--- src/rtl/pcie_pkg.sv ---
// Shared constants, CONTROL bit indices and FSM state encoding for the pcie transmit path.
// The build option PCIE_ROUND_ROBIN_EN (used in pcie.sv) selects round-robin VC arbitration.
package pcie_pkg;

    localparam int DATA_W     = 8;
    localparam int NUM_VC     = 4;
    localparam int FIFO_DEPTH = 4;
    localparam int VC_W       = $clog2(NUM_VC);

    localparam int CTL_VC_LSB = 0;
    localparam int CTL_WR     = 2;
    localparam int CTL_EG     = 3;

    typedef enum logic [1:0] {
        ST_INIT   = 2'd0,
        ST_IDLE   = 2'd1,
        ST_ACTIVE = 2'd2,
        ST_ERROR  = 2'd3
    } state_t;

endpackage

--- src/rtl/pcie_vc_fifo.sv ---
// Single virtual-channel byte FIFO with show-ahead output; the parent never pushes
// when full unless it pops in the same cycle, and never pops when empty.
module pcie_vc_fifo
    import pcie_pkg::*;
#(
    parameter int DW    = DATA_W,
    parameter int DEPTH = FIFO_DEPTH
) (
    input  logic          CLK,
    input  logic          reset,
    input  logic          flush,
    input  logic          push,
    input  logic          pop,
    input  logic [DW-1:0] din,
    output logic [DW-1:0] dout,
    output logic          full,
    output logic          empty
);

    localparam int PW = $clog2(DEPTH);
    localparam int CW = PW + 1;

    logic [DW-1:0] mem_r [DEPTH];
    logic [PW-1:0] wr_ptr_r;
    logic [PW-1:0] rd_ptr_r;
    logic [CW-1:0] count_r;

    // Pointer and occupancy tracking; flush empties the FIFO without touching storage.
    always_ff @(posedge CLK or negedge reset) begin
        if (!reset) begin
            wr_ptr_r <= {PW{1'b0}};
            rd_ptr_r <= {PW{1'b0}};
            count_r  <= {CW{1'b0}};
        end else if (flush) begin
            wr_ptr_r <= {PW{1'b0}};
            rd_ptr_r <= {PW{1'b0}};
            count_r  <= {CW{1'b0}};
        end else begin
            if (push) wr_ptr_r <= wr_ptr_r + PW'(1);
            if (pop)  rd_ptr_r <= rd_ptr_r + PW'(1);
            count_r <= count_r + CW'(push) - CW'(pop);
        end
    end

    // Byte storage; contents are only meaningful between the pointers.
    always_ff @(posedge CLK) begin
        if (push) mem_r[wr_ptr_r] <= din;
    end

    assign dout  = mem_r[rd_ptr_r];
    assign full  = (count_r == CW'(DEPTH));
    assign empty = (count_r == CW'(0));

endmodule

--- src/rtl/pcie.sv ---
// Transmit path: write demux into NUM_VC byte FIFOs, arbiter, FSM and registered egress.
// Define PCIE_ROUND_ROBIN_EN for round-robin arbitration; otherwise VC0 has fixed priority.
module pcie
    import pcie_pkg::*;
(
    input  logic              CLK,
    input  logic              reset,
    input  logic              RESET,
    input  logic [3:0]        CONTROL,
    input  logic [DATA_W-1:0] DATA_IN,
    output logic [DATA_W-1:0] DATA,
    output logic              VALID_OUT
);

    state_t             state_r;
    logic [NUM_VC-1:0]  push_s;
    logic [NUM_VC-1:0]  pop_s;
    logic [NUM_VC-1:0]  full_s;
    logic [NUM_VC-1:0]  empty_s;
    logic [DATA_W-1:0]  dout_s [NUM_VC];
    logic               wr_en_s;
    logic [VC_W-1:0]    wr_vc_s;
    logic               eg_ok_s;
    logic               ovf_s;
    logic               all_empty_s;
    logic               pop_any_s;
    logic [VC_W-1:0]    pop_vc_s;
    logic [VC_W-1:0]    base_s;
    logic [VC_W-1:0]    idx_s;
    logic               hit_s;

    for (genvar v = 0; v < NUM_VC; v++) begin : g_vc
        pcie_vc_fifo u_fifo (
            .CLK   (CLK),
            .reset (reset),
            .flush (RESET),
            .push  (push_s[v]),
            .pop   (pop_s[v]),
            .din   (DATA_IN),
            .dout  (dout_s[v]),
            .full  (full_s[v]),
            .empty (empty_s[v])
        );
    end

    assign wr_en_s     = CONTROL[CTL_WR] && (state_r == ST_IDLE || state_r == ST_ACTIVE);
    assign wr_vc_s     = CONTROL[CTL_VC_LSB +: VC_W];
    assign eg_ok_s     = CONTROL[CTL_EG] && (state_r == ST_ACTIVE);
    assign all_empty_s = &empty_s;
    // A pop of the target VC in the same cycle frees the slot, so that write is legal.
    assign ovf_s       = wr_en_s && full_s[wr_vc_s] && !(pop_any_s && (pop_vc_s == wr_vc_s));
    assign push_s      = (wr_en_s && !ovf_s) ? (NUM_VC'(1) << wr_vc_s) : {NUM_VC{1'b0}};

`ifdef PCIE_ROUND_ROBIN_EN
    logic [VC_W-1:0] last_r;

    // Remembers the last granted VC so the search starts just after it.
    always_ff @(posedge CLK or negedge reset) begin
        if (!reset) begin
            last_r <= VC_W'(NUM_VC - 1);
        end else if (RESET) begin
            last_r <= VC_W'(NUM_VC - 1);
        end else if (pop_any_s) begin
            last_r <= pop_vc_s;
        end
    end

    assign base_s = last_r + VC_W'(1);
`else
    assign base_s = VC_W'(0);
`endif

    // Arbiter: first non-empty VC scanning upward from base_s, wrapping.
    always_comb begin
        pop_any_s = 1'b0;
        pop_vc_s  = VC_W'(0);
        idx_s     = VC_W'(0);
        hit_s     = 1'b0;
        for (int i = 0; i < NUM_VC; i++) begin
            idx_s     = base_s + VC_W'(i);
            hit_s     = eg_ok_s && !pop_any_s && !empty_s[idx_s];
            pop_vc_s  = hit_s ? idx_s : pop_vc_s;
            pop_any_s = pop_any_s | hit_s;
        end
        pop_s = pop_any_s ? (NUM_VC'(1) << pop_vc_s) : {NUM_VC{1'b0}};
    end

    // Link state machine; ERROR is sticky until a hard or soft reset.
    always_ff @(posedge CLK or negedge reset) begin
        if (!reset) begin
            state_r <= ST_INIT;
        end else if (RESET) begin
            state_r <= ST_INIT;
        end else begin
            case (state_r)
                ST_INIT:   state_r <= ST_IDLE;
                ST_IDLE:   state_r <= ovf_s ? ST_ERROR : (wr_en_s ? ST_ACTIVE : ST_IDLE);
                ST_ACTIVE: begin
                    if (ovf_s)                         state_r <= ST_ERROR;
                    else if (all_empty_s && !wr_en_s)  state_r <= ST_IDLE;
                    else                               state_r <= ST_ACTIVE;
                end
                ST_ERROR:  state_r <= ST_ERROR;
                default:   state_r <= ST_ERROR;
            endcase
        end
    end

    // Egress registers; idle cycles drive zero data.
    always_ff @(posedge CLK or negedge reset) begin
        if (!reset) begin
            DATA      <= {DATA_W{1'b0}};
            VALID_OUT <= 1'b0;
        end else if (RESET) begin
            DATA      <= {DATA_W{1'b0}};
            VALID_OUT <= 1'b0;
        end else begin
            DATA      <= pop_any_s ? dout_s[pop_vc_s] : {DATA_W{1'b0}};
            VALID_OUT <= pop_any_s;
        end
    end

endmodule

--- config.mk ---
export PLATFORM = sky130hd
export DESIGN_NAME = pcie
export DESIGN_NICKNAME = d
export VERILOG_FILES = /design/src/rtl/pcie_pkg.sv /design/src/rtl/pcie_vc_fifo.sv /design/src/rtl/pcie.sv
export SDC_FILE = /design/constraint.sdc
export NUM_CORES = 1
export LEC_CHECK = 0
export ABC_AREA = 1
export CAP_MARGIN = 20
export CORE_ASPECT_RATIO = 0.7
export CORE_MARGIN = 8
export CORE_UTILIZATION = 53
export CTS_BUF_LIST = sky130_fd_sc_hd__clkbuf_16
export DETAILED_ROUTE_END_ITERATION = 12
export HOLD_SLACK_MARGIN = 0.06
export PLACE_DENSITY = 0.8
export SLEW_MARGIN = 20
export SYNTH_ARGS = -nofsm -noshare
export SYNTH_HDL_FRONTEND = slang
export SYNTH_SLANG_ARGS = --single-unit
--- constraint.sdc ---
create_clock -name CLK -period 2.75 [get_ports CLK]
set_clock_uncertainty 0.05 [all_clocks]
set_input_delay 0.825 -clock CLK [delete_from_list [all_inputs] [get_ports CLK]]
set_output_delay 0.825 -clock CLK [all_outputs]
set_load 0.01 [all_outputs]
After elaboration in Yosys (flattened, before gate mapping)
Memories as Yosys holds them, arrays and structs flattened.
Index checks and enable logic that the tools add are counted.
{ "op_classes": {"n_addsub": 16, "magnitude_cmp": 2, "n_eq_ne": 8, "shifts": 2, "mux": 47, "n_bitwise": 4, "n_reduce_logical": 39} }
{ "op_table": {"columns": ["cell", "n"], "rows": [
  ["2-to-1 mux 2 bit", 23],
  ["2-to-1 mux 8 bit", 4],
  ["adder 2 x 1 -> 2 bit (second input constant)", 8],
  ["binary-select mux 8 bit (select 2 bit)", 1],
  ["nonzero test 2 bit", 8],
  ["logical AND 1 bit", 14],
  ["adder 3 x 1 -> 3 bit", 4],
  ["== test 3 bit (second input constant)", 4],
  ["logical NOT 3 bit", 4],
  ["2-to-1 mux 3 bit", 4],
  ["subtractor 3 x 1 -> 3 bit", 4],
  ["2-to-1 mux 1 bit", 11],
  ["logical NOT 1 bit", 10],
  ["2-to-1 mux 4 bit", 2],
  ["one-hot mux 2 bit (4 select lines)", 1],
  ["left shift 1 x 2 -> 4 bit (first input constant)", 2],
  ["== test 2 bit (second input constant)", 2],
  ["AND reduction 4 bit", 1],
  ["greater-or-equal comparator 3 bit (second input constant)", 1],
  ["less-than comparator 2 x 3 -> 1 bit (second input constant)", 1],
  ["NOT 2 -> 3 bit", 1],
  ["bitwise OR 1 bit", 3],
  ["binary-select mux 1 bit (select 2 bit)", 1],
  ["== test 2 x 1 -> 1 bit (second input constant)", 1],
  ["3 further kinds", 3]
]} }
{ "word_totals": {"regBits": 39, "ram_bits": 128, "inputBits": 15, "output_inout_bits": 9, "elab_cells": 137, "memories": 4} }
{ "memory_table": {"columns": ["memory", "depth", "width", "rd", "rd_clocked_by_memory_dff", "write_ports", "line", "text"], "rows": [
  ["g_vc[0].u_fifo.mem_r", 4, 8, 1, 0, 1, "pcie_vc_fifo.sv:23", "logic [DW-1:0] mem_r [DEPTH];"],
  ["g_vc[1].u_fifo.mem_r", 4, 8, 1, 0, 1, "pcie_vc_fifo.sv:23", null],
  ["g_vc[2].u_fifo.mem_r", 4, 8, 1, 0, 1, "pcie_vc_fifo.sv:23", null],
  ["g_vc[3].u_fifo.mem_r", 4, 8, 1, 0, 1, "pcie_vc_fifo.sv:23", null]
]} }

Longest topological paths before layout
Gate-level depths: netlist of run 1.
{ "depth": {"depth_word": 25, "ltp_mapped": 17, "ltp_nobuf": 17} }

By module
From an unflattened synthesis of run 1, not the netlist that was laid out.
{ "hier_totals": {"cells_unflattened": 701, "hier_area_um2": 7664.9} }
{ "modules_own_cells": {"columns": ["mod", "n_inst", "cells_per_inst", "area_per_inst_um2", "seq_area_each_um2"], "rows": [
  ["pcie_vc_fifo", 4, 146, 1712.9, 1136.1],
  ["pcie", 1, 117, 813.3, 275.3]
]} }

Worst setup path before layout of run 1
No wires, ideal clock.
{ "synth_path": {"path_type": "input port to flip-flop", "startpoint": "in CONTROL[3]", "endpoint": "reg g_vc[3].u_fifo.count_r[2]", "setup_ns": 0.086, "arrival_ns": 2.547, "t_required_ns": 2.614, "path_slack_ns": 0.067, "stages": 13, "path_buffers": 0, "path_cell_list": "nand2_1 nor3_4 nand2_2 nand3_1 nand3_2 nand2_4 nand4_4 inv_1 ha_1 inv_1 fa_1 and3_1 nor3_1"} }
{ "synth_between": {"elab_chain_len": 24, "elab_cells_between_ends": 29, "classes_between": "add/sub (2); eq/ne (1); shift (1); mux (6); bitwise (3); reduce/logical (16)"} }
{ "synth_rtl": {"columns": ["element", "line", "text"], "rows": [
  ["start, declared", "pcie.sv:9", "input logic [3:0] CONTROL,"],
  ["logical AND 1 bit (*)", "pcie.sv:48", "assign eg_ok_s = CONTROL[CTL_EG] && (state_r == ST_ACTIVE);"],
  ["logical AND 1 bit", "pcie.sv:81", "hit_s = eg_ok_s && !pop_any_s && !empty_s[idx_s];"],
  ["logical NOT 1 bit", "pcie.sv:81", null],
  ["logical AND 1 bit (2 in a row)", "pcie.sv:81", null],
  ["bitwise OR 1 bit", "pcie.sv:83", "pop_any_s = pop_any_s | hit_s;"],
  ["logical NOT 1 bit", "pcie.sv:81", null],
  ["logical AND 1 bit (2 in a row)", "pcie.sv:81", null],
  ["bitwise OR 1 bit", "pcie.sv:83", null],
  ["[6 not listed]", null, null],
  ["logical NOT 1 bit", "pcie.sv:51", "assign ovf_s = wr_en_s && full_s[wr_vc_s] && !(pop_any_s && (pop_vc_s == wr_vc_s));"],
  ["logical AND 1 bit", "pcie.sv:51", null],
  ["logical NOT 1 bit", "pcie.sv:52", "assign push_s = (wr_en_s && !ovf_s) ? (NUM_VC'(1) << wr_vc_s) : {NUM_VC{1'b0}};"],
  ["logical AND 1 bit", "pcie.sv:52", null],
  ["2-to-1 mux 4 bit", "pcie.sv:52", null],
  ["adder 3 x 1 -> 3 bit", "pcie_vc_fifo.sv:41", "count_r <= count_r + CW'(push) - CW'(pop);"],
  ["subtractor 3 x 1 -> 3 bit (*)", "pcie_vc_fifo.sv:41", null],
  ["2-to-1 mux 3 bit (*)", "pcie_vc_fifo.sv:34", "end else if (flush) begin"],
  ["end signal, assigned", "pcie_vc_fifo.sv:33", "count_r <= {CW{1'b0}};"],
  ["end signal, assigned", "pcie_vc_fifo.sv:37", "count_r <= {CW{1'b0}};"],
  ["end signal, assigned", "pcie_vc_fifo.sv:41", null],
  ["end, declared", "pcie_vc_fifo.sv:26", "logic [CW-1:0] count_r;"]
]} }
Every way passes the cells marked *; elsewhere a longest branch is shown, timed or not.
A chain may end at the register's enable or synchronous reset.

Final worst setup path of run 1
{ "layout_path": {"startpoint": "reg state_r[0]", "endpoint": "reg g_vc[2].u_fifo.count_r[1]"} }
{ "layout_between": {"elab_chain_len": 25, "elab_cells_between_ends": 34, "classes_between": "add/sub (2); eq/ne (3); shift (1); mux (6); bitwise (3); reduce/logical (19)"} }
{ "layout_rtl": {"columns": ["element", "line", "text"], "rows": [
  ["start, declared", "pcie.sv:15", "state_t state_r;"],
  ["start signal, assigned", "pcie.sv:97", "ST_IDLE: state_r <= ovf_s ? ST_ERROR : (wr_en_s ? ST_ACTIVE : ST_IDLE);"],
  ["== test 2 bit", "pcie.sv:46, pcie.sv:48", null],
  ["logical AND 1 bit", "pcie.sv:48", null],
  ["logical AND 1 bit", "pcie.sv:81", null],
  ["logical NOT 1 bit", "pcie.sv:81", null],
  ["logical AND 1 bit (2 in a row)", "pcie.sv:81", null],
  ["bitwise OR 1 bit", "pcie.sv:83", null],
  ["logical NOT 1 bit", "pcie.sv:81", null],
  ["logical AND 1 bit (2 in a row)", "pcie.sv:81", null],
  ["[7 not listed]", null, null],
  ["logical NOT 1 bit", "pcie.sv:51", null],
  ["logical AND 1 bit", "pcie.sv:51", null],
  ["logical NOT 1 bit", "pcie.sv:52", null],
  ["logical AND 1 bit", "pcie.sv:52", null],
  ["2-to-1 mux 4 bit", "pcie.sv:52", null],
  ["adder 3 x 1 -> 3 bit", "pcie_vc_fifo.sv:41", null],
  ["subtractor 3 x 1 -> 3 bit (*)", "pcie_vc_fifo.sv:41", null],
  ["2-to-1 mux 3 bit (*)", "pcie_vc_fifo.sv:34", null],
  ["end signal, assigned", "pcie_vc_fifo.sv:33", null],
  ["end signal, assigned", "pcie_vc_fifo.sv:37", null],
  ["end signal, assigned", "pcie_vc_fifo.sv:41", null],
  ["end, declared", "pcie_vc_fifo.sv:26", null]
]} }
Marked as above.

==> impl_metrics.py, run 1 <==
metrics = {
    "synthesis": {
        "netlist_area_um2": 7400,
        "ys_seq_elements": 167,
        "yosysWarnings": 0,
        "syn_area_per_cell_um2": 11.5,
        "ys_types": 36,
        "netlist_instances": 644,
        "ys_seq_area_frac": 0.652,
        "synth_nets": 691,
    },
    "route": {
        "initialDrtViolationCount": 437,
        "drt-wirelength-per-cell_um": 18.4,
        "postRouteAntennaNets": 0,
        "dr.pass1.iters": 5,
        "num_vias": 5189,
        "wl_mm": 17.0,
        "drc": 0,
        "viasPerCell": 5.63,
    },
    "grt": {
        "grt_pass1_wl_mm": 27.5,
        "grt_max_degree": 28,
        "first_global_vias": 5210,
        "grt_remaining_overflow": 0,
        "grt_util_all_layers": 0.201,
        "antenna_found_initial": 0,
    },
    "cts": {
        "clockBufferDepth": 2,
        "cts_max_level": 4,
        "cts-root-buf": "clkbuf_16",
        "cts.sinks": 167,
        "clkTransAtPathRegs_ns": 0.06,
        "clock_latency_ns": 0.43,
        "cts_tree": "done",
        "cts_buffers": 17,
        "postCtsHoldBufs": 0,
    },
    "floorplan": {
        "coreArea_um2": 13800,
        "num_rows": 36,
        "die_y_um": 115,
        "start_util": 0.537,
        "dieArea_um2": 18100,
        "dieWidth_um": 157,
        "io-pin-count": 24,
    },
    "setup_path": {
        "cp-end-kind": "register",
        "path_class": "reg -> reg",
        "crit_arrival_ns": 2.83,
        "critPathRequiredTime_ns": 3.01,
        "worstPathMaxFanout": 4,
        "cp-start-kind": "register",
    },
    "finish": {
        "antenna_cells": 0,
        "fin_nets": 765,
        "fin_area_um2": 8840,
        "final_util": 0.641,
        "drive_above_1_share": 0.163,
        "area_delta_synth_final_pct": 19.5,
    },
    "power_and_ir_drop": {
        "power.leakage_nw": 3.61,
        "peakVddDrop_mv": 0.482,
        "powerDensity_nw_per_um2": 618,
    },
    "timing": {
        "finalHoldViolCount": 0,
        "maxSlewViolCount": 0,
        "slew-limit-headroom": 0.526,
        "setup_violations": 0,
        "fmax_ghz": 0.389,
        "worst_slew_pin_slew_ns": 0.709,
        "final.period_utilization": 0.935,
        "period_minus_slack_ns": 2.57,
    },
    "placement": {
        "hpwlAfterDp_mm": 11.3,
        "post_dp_cell_area_um2": 8140,
        "io_buffers": 23,
        "place.gp.congestion": 0.898,
    },
    "hold_path": {
        "hold_class": "in -> async",
    },
    "outcome": {
        "status": "completed",
    },
    "run": {
        "max_cap_violations": 0,
    },
}
[path summary, 6_finish.rpt]
check	startpoint	end	slack, ns	cells past startpoint
min in group CLK	g_vc[2].u_fifo.wr_ptr_r[1]	g_vc[2].u_fifo.wr_ptr_r[1]	0.53	2
max in group asynchronous	reset	DATA[3]	1.72	2
worst min register to register	g_vc[2].u_fifo.wr_ptr_r[1]	g_vc[2].u_fifo.wr_ptr_r[1]	0.53	2
worst max-delay path	state_r[0]	g_vc[2].u_fifo.count_r[1]	0.18	14
worst max register to register	state_r[0]	g_vc[2].u_fifo.count_r[1]	0.18	14
worst min-delay path	reset	g_vc[1].u_fifo.count_r[2]	0.36	1
[metrics by stage]
step	setup TNS, ns	power, mW	hold slack, ns	setup WS, ns	std cells
global route	-0.000521	5.63	0.412	-0.000521	921
finish	0	5.46	0.358	0.180	921
CTS	0	5.47	0.376	0.113	918
floorplan	0	2.99	0.476	0.0667	644
global placement	-27.76	3.11	0.495	-0.477	885
detailed placement	-39.50	3.13	0.507	-0.570	885
[cells by family after synthesis]
group,after synthesis,synth area share
AO/OA/AOI/OAI,127,0.104
buffers and inverters,99,0.0509
adder cells (fa/ha/maj),32,0.0582
flip-flops,167,0.652
XOR/XNOR,6,0.00710
AND/OR/NAND/NOR,213,0.128
[timing repair]
| action | 4_1_cts | 5_1_grt |
|---|---|---|
| endpoints found under the hold margin | 0 | 0 |
| gates resized for setup | 14 | 11 |
| pin swaps | 10 | 7 |
| buffers inserted | 1 | 3 |
| setup endpoints to repair | 4 | 7 |
[cells in the final DEF (no fill, tap or decap), types with 2 or more instances in the layout]
cell type,count
edfxtp_1,128
nor2_1,88
nand2_1,87
inv_1,65
buf_4,53
o21ai_0,44
dfrtp_1,38
a21oi_1,29
ha_1,26
clkdlybuf4s50_1,20
clkbuf_16,17
a211oi_1,16
o22ai_1,14
nand3_1,12
inv_2,10
a22oi_1,8
a32o_1,8
clkinv_1,7
nor3_1,5
xor2_1,5
nand4_4,4
nor2_2,3
nand2_2,3
nand3_2,3
fa_2,3
bufinv_16,3
clkinv_4,3
clkinvlp_4,3
nor3_2,2
o221ai_1,2
ha_4,2
clkinv_2,2
[power breakdown]
part | total, mW | switching, mW | internal, mW | leakage (nW)
clock network | 2.36 | 0.951 | 1.41 | 0.286
logic | 0.300 | 0.193 | 0.108 | 1.63
registers | 2.79 | 0.0308 | 2.76 | 1.68
[worst max-delay path: stages (launching register included)]
cell,delay (ns)
dfrtp_1,0.39
inv_2,0.08
ha_4,0.15
nand2_2,0.07
nor3_4,0.27
buf_4,0.16
buf_4,0.09
nand2_1,0.06
inv_2,0.08
ha_1,0.23
inv_1,0.07
ha_1,0.15
inv_1,0.05
fa_2,0.52
nor2_1,0.04
[cells in the mapped netlist]
cell type	n	area [µm²]
nand2_1	88	330
inv_1	67	251
a221oi_1	1	8.76
buf_1	2	7.51
o21ai_0	45	225
a21oi_1	30	150
nand4_4	4	85.1
nand3_2	2	20.0
clkbuf_1	15	56.3
a32o_1	8	80.1
buf_2	4	20.0
a31oi_1	1	6.26
o22ai_1	14	87.6
nand3_1	13	65.1
xnor2_1	1	8.76
ha_1	28	350
nand2_4	1	11.3
nand4_1	1	6.26
nor3_1	6	30.0
o221ai_1	2	17.5
nor2_2	1	6.26
fa_1	4	80.1
xor2_1	5	43.8
a22oi_1	8	60.1
nor3_4	1	16.3
a211oi_1	16	120
dfrtp_1	39	976
inv_2	6	22.5
nor2_1	91	342
and3_1	2	12.5
o211ai_1	1	7.51
o21a_1	1	7.51
clkinv_1	5	18.8
nor3_2	1	10.0
nand2_2	2	12.5
edfxtp_1	128	3840
[final cells by class]
type,instances,area (µm²)
sequential,167,4820
clock buffer,17,425
fill,1017,4940
tap,190,238
clock inverter,15,164
timing repair buffer,76,624
multi-input combinational,378,2270
inverter,78,293
[flip-flops by register name, summed over array words and instances (netlist names)]
signal,cells
DATA,8
VALID_OUT,1
g_vc.u_fifo.count_r,12
g_vc.u_fifo.mem_r,128
g_vc.u_fifo.rd_ptr_r,8
g_vc.u_fifo.wr_ptr_r,8
state_r,2
[per-layer routing]
layer | GRT usage | up-vias | wire, µm
li1 | - | 2374 | -
met1 | 0.266 | 2568 | 7430
met2 | 0.325 | 204 | 8090
met3 | 0.0330 | 43 | 991
met4 | 0.0879 | 0 | 447
met5 | 0 | - | 0
(Power assumes the default switching activity.)
==> inputs of run 2 (changes only) <==
SKIP_CTS_REPAIR_TIMING = 1   (was default)
==> run 2 against run 1 <==
  * Global-route usage down 0.25 points
  * Sequential cell count unchanged
  * Clock-buffer cell count unchanged
  * Power about the same
  * Design area about the same
  * Maximum frequency down 2.3%
  * Critical path depth down 1
  * Sequential share of layout area about the same
  * First-iteration DRC count down 8.5%
  * Die area unchanged
  * Sequential power about the same
  * Highest routed layer unchanged
  * Worst hold slack better by 0.0028 ns
==> impl_metrics.py, run 2 (synthesized netlist as in run 1, its figures left out) <==
metrics = {
    "run": {
        "max_cap_violations": 0,
    },
    "placement": {
        "post_dp_cell_area_um2": 8140,
        "place_ws_ns": -0.570,
        "post-place-cells": 885,
        "place.gp.congestion": 0.898,
        "io_buffers": 23,
        "hpwlAfterDp_mm": 11.3,
    },
    "finish": {
        "fillerInstances": 1024,
        "final_common_cell": "edfxtp_1",
        "fin_area_um2": 8840,
        "area_delta_synth_final_pct": 19.5,
        "antenna_cells": 0,
        "final_util": 0.641,
        "largest_register_ffs": 128,
        "finalNonFillerCells": 921,
        "reg_top3": "g_vc.u_fifo.mem_r (128), g_vc.u_fifo.count_r (12)",
        "final_cell_mix": "edfxtp_1, nor2_1, nand2_1, inv_1, buf_4",
        "fin_nets": 765,
        "drive_above_1_share": 0.161,
        "top_register": "g_vc.u_fifo.mem_r",
    },
    "timing": {
        "tns_ns": 0,
        "maxSlewViolCount": 0,
        "setup_slack_ns": 0.119,
        "finalHoldViolCount": 0,
        "final.period_utilization": 0.957,
        "fmax_ghz": 0.380,
        "worst_slew_pin_slew_ns": 0.693,
        "setup_violations": 0,
        "period_minus_slack_ns": 2.63,
        "slew-limit-headroom": 0.536,
        "whs_ns": 0.361,
    },
    "setup_path": {
        "path_class": "in -> reg",
        "r2r_cells": 15,
        "critPathRequiredTime_ns": 3.05,
        "path_cells": "clkdlybuf4s50_1 > inv_1 > o21ai_0 > nand2_1 > nand3_2 > nand2_4 > nand4_4 > inv_2 > ha_4 > inv_2 > fa_2 > and3_4 > nor3_2",
        "path_buf_inv": 4,
        "critPathTopFamily": "simple AND/OR/NAND/NOR gates",
        "rr_endpoint": "g_vc[3].u_fifo.count_r[2]",
        "crit_arrival_ns": 2.93,
        "rrSetupSlack_ns": 0.13,
        "cp-start-kind": "input port",
        "cp-end-kind": "register",
        "r2r-start": "g_vc[1].u_fifo.count_r[1]",
        "worstPathMaxFanout": 5,
        "cpPeakStageDelay_ns": 0.43,
        "path_common_cell": "inv_2",
        "slowest_stage": "clkdlybuf4s50_1",
    },
    "route": {
        "wl_mm": 17.0,
        "viasPerCell": 5.62,
        "drt-wirelength-per-cell_um": 18.4,
        "drc": 0,
        "num_vias": 5172,
        "postRouteAntennaNets": 0,
        "dr.pass1.iters": 5,
        "initialDrtViolationCount": 400,
    },
    "floorplan": {
        "die_y_um": 115,
        "coreArea_um2": 13800,
        "start_util": 0.537,
        "dieArea_um2": 18100,
        "dieWidth_um": 157,
        "num_rows": 36,
        "io-pin-count": 24,
    },
    "cts": {
        "cts_max_level": 4,
        "cts.sinks": 167,
        "clock_latency_ns": 0.43,
        "clkTransAtPathRegs_ns": 0.06,
        "clockBufferDepth": 2,
        "cts_tree": "done",
        "cts-root-buf": "clkbuf_16",
        "cts_buffers": 17,
    },
    "outcome": {
        "status": "completed",
    },
    "grt": {
        "grt_max_degree": 28,
        "grt_pass1_wl_mm": 27.2,
        "grt_util_all_layers": 0.199,
        "antenna_found_initial": 0,
        "grt_remaining_overflow": 0,
        "first_global_vias": 5149,
    },
    "power_and_ir_drop": {
        "power.leakage_nw": 3.61,
        "powerDensity_nw_per_um2": 617,
        "finalPower_mw": 5.46,
        "peakVddDrop_mv": 0.481,
    },
    "hold_path": {
        "hold_class": "in -> async",
    },
}
[run 2: changes by cell type in the layout (fill, tap and decap cells not counted)]
cell,previous run,this run
dlymetal6s2s_1,1,2
a21oi_2,1,2
dlygate4sd2_1,1,0
a21oi_1,29,28
nor2_2,3,2
nor2_1,88,89
fa_2,3,2
fa_1,1,2
[run 2: layout make-up]
cell class                      count  area (µm²)  share of cell area
Clock buffer                       17         425              0.0481
Clock inverter                     15         164              0.0185
Inverter                           78         293              0.0331
Multi-Input combinational cell    378        2270               0.257
Sequential cell                   167        4820               0.545
Tap cell                          190         238              0.0269
Timing Repair Buffer               76         628              0.0710
[run 2: power by group]
part / internal [mW] / total, mW / switching [mW]
clock: 1.41 / 2.37 / 0.952
combinational: 0.107 / 0.299 / 0.192
sequential: 2.76 / 2.79 / 0.0307
total: 4.28 / 5.46 / 1.17
[run 2: worst max path at each step]
| stage | start | to | slack [ns] | cells past startpoint |
|---|---|---|---|---|
| 2_1_floorplan | CONTROL[3] | g_vc[3].u_fifo.count_r[2] | 0.07 | 13 |
| 3_3_place_gp | CONTROL[3] | g_vc[3].u_fifo.count_r[2] | -0.48 | 14 |
| 3_5_place_dp | CONTROL[3] | g_vc[3].u_fifo.count_r[2] | -0.57 | 14 |
| 4_1_cts | CONTROL[3] | g_vc[3].u_fifo.count_r[2] | -0.12 | 14 |
| 5_1_grt | g_vc[1].u_fifo.count_r[1] | g_vc[1].u_fifo.count_r[2] | -0.03 | 14 |
| 6_report | CONTROL[1] | g_vc[1].u_fifo.count_r[2] | 0.12 | 13 |
[run 2: layer usage]
| layer | share of wire | up-vias | GRT usage |
|---|---|---|---|
| met5 | 0 | - | 0 |
| met4 | 0.022 | 0 | 0.0885 |
| met3 | 0.062 | 33 | 0.0327 |
| met2 | 0.48 | 209 | 0.319 |
| met1 | 0.44 | 2551 | 0.265 |
| li1 | - | 2379 | - |
==> inputs of run 3 (changes only) <==
CORE_UTILIZATION = 40   (was 53)
CTS_CLUSTER_SIZE = 20   (was default)
PLACE_DENSITY = default   (was 0.8)
==> run 3 against run 2 <==
  * Maximum frequency rose by 0.27%
  * Design area rose by 0.38%
  * Die area rose by 28%
  * Clock-buffer cell count did not move
  * Via count fell by 5.4%
  * Register-to-register slack barely moved
  * Largest power group unchanged
  * Highest routed layer unchanged
==> impl_metrics.py, run 3 (synthesized netlist as in run 1, its figures left out) <==
metrics = {
    "outcome": {
        "status": "completed",
    },
    "finish": {
        "largest_register_ffs": 128,
        "register_area_um2": 4820,
        "fin_nets": 765,
        "fin_area_um2": 8870,
        "antenna_cells": 0,
        "finalNonFillerCells": 967,
        "fillerInstances": 1597,
        "final_cell_mix": "edfxtp_1, nor2_1, nand2_1, inv_1, buf_4",
        "top_register": "g_vc.u_fifo.mem_r",
        "multi_input_area_um2": 2260,
        "reg_top3": "g_vc.u_fifo.mem_r (128), g_vc.u_fifo.count_r (12)",
        "area_delta_synth_final_pct": 20.0,
        "final_common_cell": "edfxtp_1",
        "drive_above_1_share": 0.156,
    },
    "route": {
        "drt-wirelength-per-cell_um": 17.1,
        "viasPerCell": 5.06,
        "wl_mm": 16.5,
        "dr.pass1.iters": 4,
        "num_vias": 4894,
        "initialDrtViolationCount": 313,
        "drc": 0,
        "postRouteAntennaNets": 0,
    },
    "placement": {
        "hpwlAfterDp_mm": 11.4,
        "io_buffers": 23,
        "post_dp_cell_area_um2": 8180,
        "place.gp.congestion": 0.854,
        "post-place-cells": 927,
    },
    "cts": {
        "cts-root-buf": "clkbuf_16",
        "clock_latency_ns": 0.42,
        "cts_tree": "done",
        "cts_max_level": 4,
        "cts.sinks": 167,
        "clkTransAtPathRegs_ns": 0.07,
        "clockBufferDepth": 2,
        "cts_buffers": 17,
    },
    "floorplan": {
        "dieWidth_um": 179,
        "start_util": 0.410,
        "die_y_um": 130,
        "coreArea_um2": 18100,
        "io-pin-count": 24,
        "num_rows": 41,
        "dieArea_um2": 23200,
    },
    "setup_path": {
        "startpoint": "state_r[0]",
        "path_class": "reg -> reg",
        "cp-start-kind": "register",
        "cp-end-kind": "register",
        "rr_endpoint": "g_vc[3].u_fifo.count_r[2]",
        "critPathRequiredTime_ns": 3.04,
        "crit_arrival_ns": 2.92,
        "r2r_cells": 15,
        "worstPathMaxFanout": 4,
        "endpoint": "g_vc[3].u_fifo.count_r[2]",
        "rrSetupSlack_ns": 0.13,
        "r2r-start": "state_r[0]",
    },
    "power_and_ir_drop": {
        "swShare": 0.230,
        "switchingPower_mw": 1.24,
        "powerDensity_nw_per_um2": 606,
        "combinationalPowerShare": 0.055,
        "power.leakage_nw": 3.62,
        "p_int_mw": 4.14,
        "peakVddDrop_mv": 0.376,
        "finalPower_mw": 5.38,
        "clock_power_share": 0.425,
        "pwr-share-seq": 0.520,
    },
    "grt": {
        "first_global_vias": 4928,
        "grt_pass1_wl_mm": 26.4,
        "grt_max_degree": 40,
        "antenna_found_initial": 0,
        "grt_remaining_overflow": 0,
        "grt_util_all_layers": 0.151,
    },
    "run": {
        "max_cap_violations": 0,
    },
    "timing": {
        "fmax_ghz": 0.381,
        "final.period_utilization": 0.954,
        "period_minus_slack_ns": 2.62,
        "whs_ns": 0.307,
        "slew-limit-headroom": 0.494,
        "maxSlewViolCount": 0,
        "tns_ns": 0,
        "finalHoldViolCount": 0,
        "worst_slew_pin_slew_ns": 0.756,
        "setup_violations": 0,
    },
    "hold_path": {
        "hold_class": "in -> async",
    },
}
==> run 3: cell types whose count changed in the layout (fill, tap and decap cells not counted), moves of 2 or more <==
cell        before  now
nand3_4          0    2
a21oi_2          2    0
nand3_2          3    1
clkinvlp_4       3    1
a21oi_1         28   30
clkinv_1         7    5
inv_6            0    6
bufinv_16        3    1
==> run 3: cell type report <==
class / count / area share
Clock inverter: 15 / 0.0161
Sequential cell: 167 / 0.543
Inverter: 78 / 0.0330
Clock buffer: 17 / 0.0479
Multi-Input combinational cell: 378 / 0.254
Timing Repair Buffer: 76 / 0.0722
Tap cell: 236 / 0.0333
==> run 3: how the worst min path moves through the flow <==
stage | endpoint | depth (start not counted)
CTS | g_vc[2].u_fifo.rd_ptr_r[1] | 2
finish | state_r[0] | 2
global route | g_vc[2].u_fifo.wr_ptr_r[0] | 2
global placement | g_vc[3].u_fifo.wr_ptr_r[1] | 2
detailed placement | g_vc[0].u_fifo.wr_ptr_r[1] | 2
floorplan | DATA[0] | 0
==> run 3: power by group through the flow <==
stage / combinational, mW / sequential (mW) / clock [mW]
after CTS: 0.291 / 2.79 / 2.33
after detailed placement: 0.290 / 2.85 / 0
after global placement: 0.272 / 2.84 / 0
final: 0.297 / 2.79 / 2.28
after floorplan: 0.150 / 2.84 / 0
after global routing: 0.337 / 2.80 / 2.43
==> run 3: critical path, cell delays in order, from the launching register on <==
cell and delay [ns]:
dfrtp_1 0.40, inv_2 0.09, ha_4 0.15, nand2_4 0.06, nor3_4 0.23, inv_1 0.06, nor2_1 0.10, inv_1 0.06
nor2_2 0.13, ha_1 0.24, inv_1 0.07, ha_1 0.14, inv_1 0.06, fa_2 0.38, and3_1 0.17, nor3_1 0.16
==> run 3: metrics by stage <==
step                setup slack [ns]   util
floorplan                     0.0667      -
global placement              -0.489  0.453
detailed placement            -0.556  0.453
CTS                          -0.0906  0.485
global route                 -0.0315  0.491
finish                         0.126  0.491
==> run 3: layer usage <==
metal	vias to the layer above	track usage	wire, µm
met1	2390	0.206	7910
met3	13	0.0329	804
li1	2379	-	-
met4	0	0.0373	129
met5	-	0	0
met2	112	0.241	7670
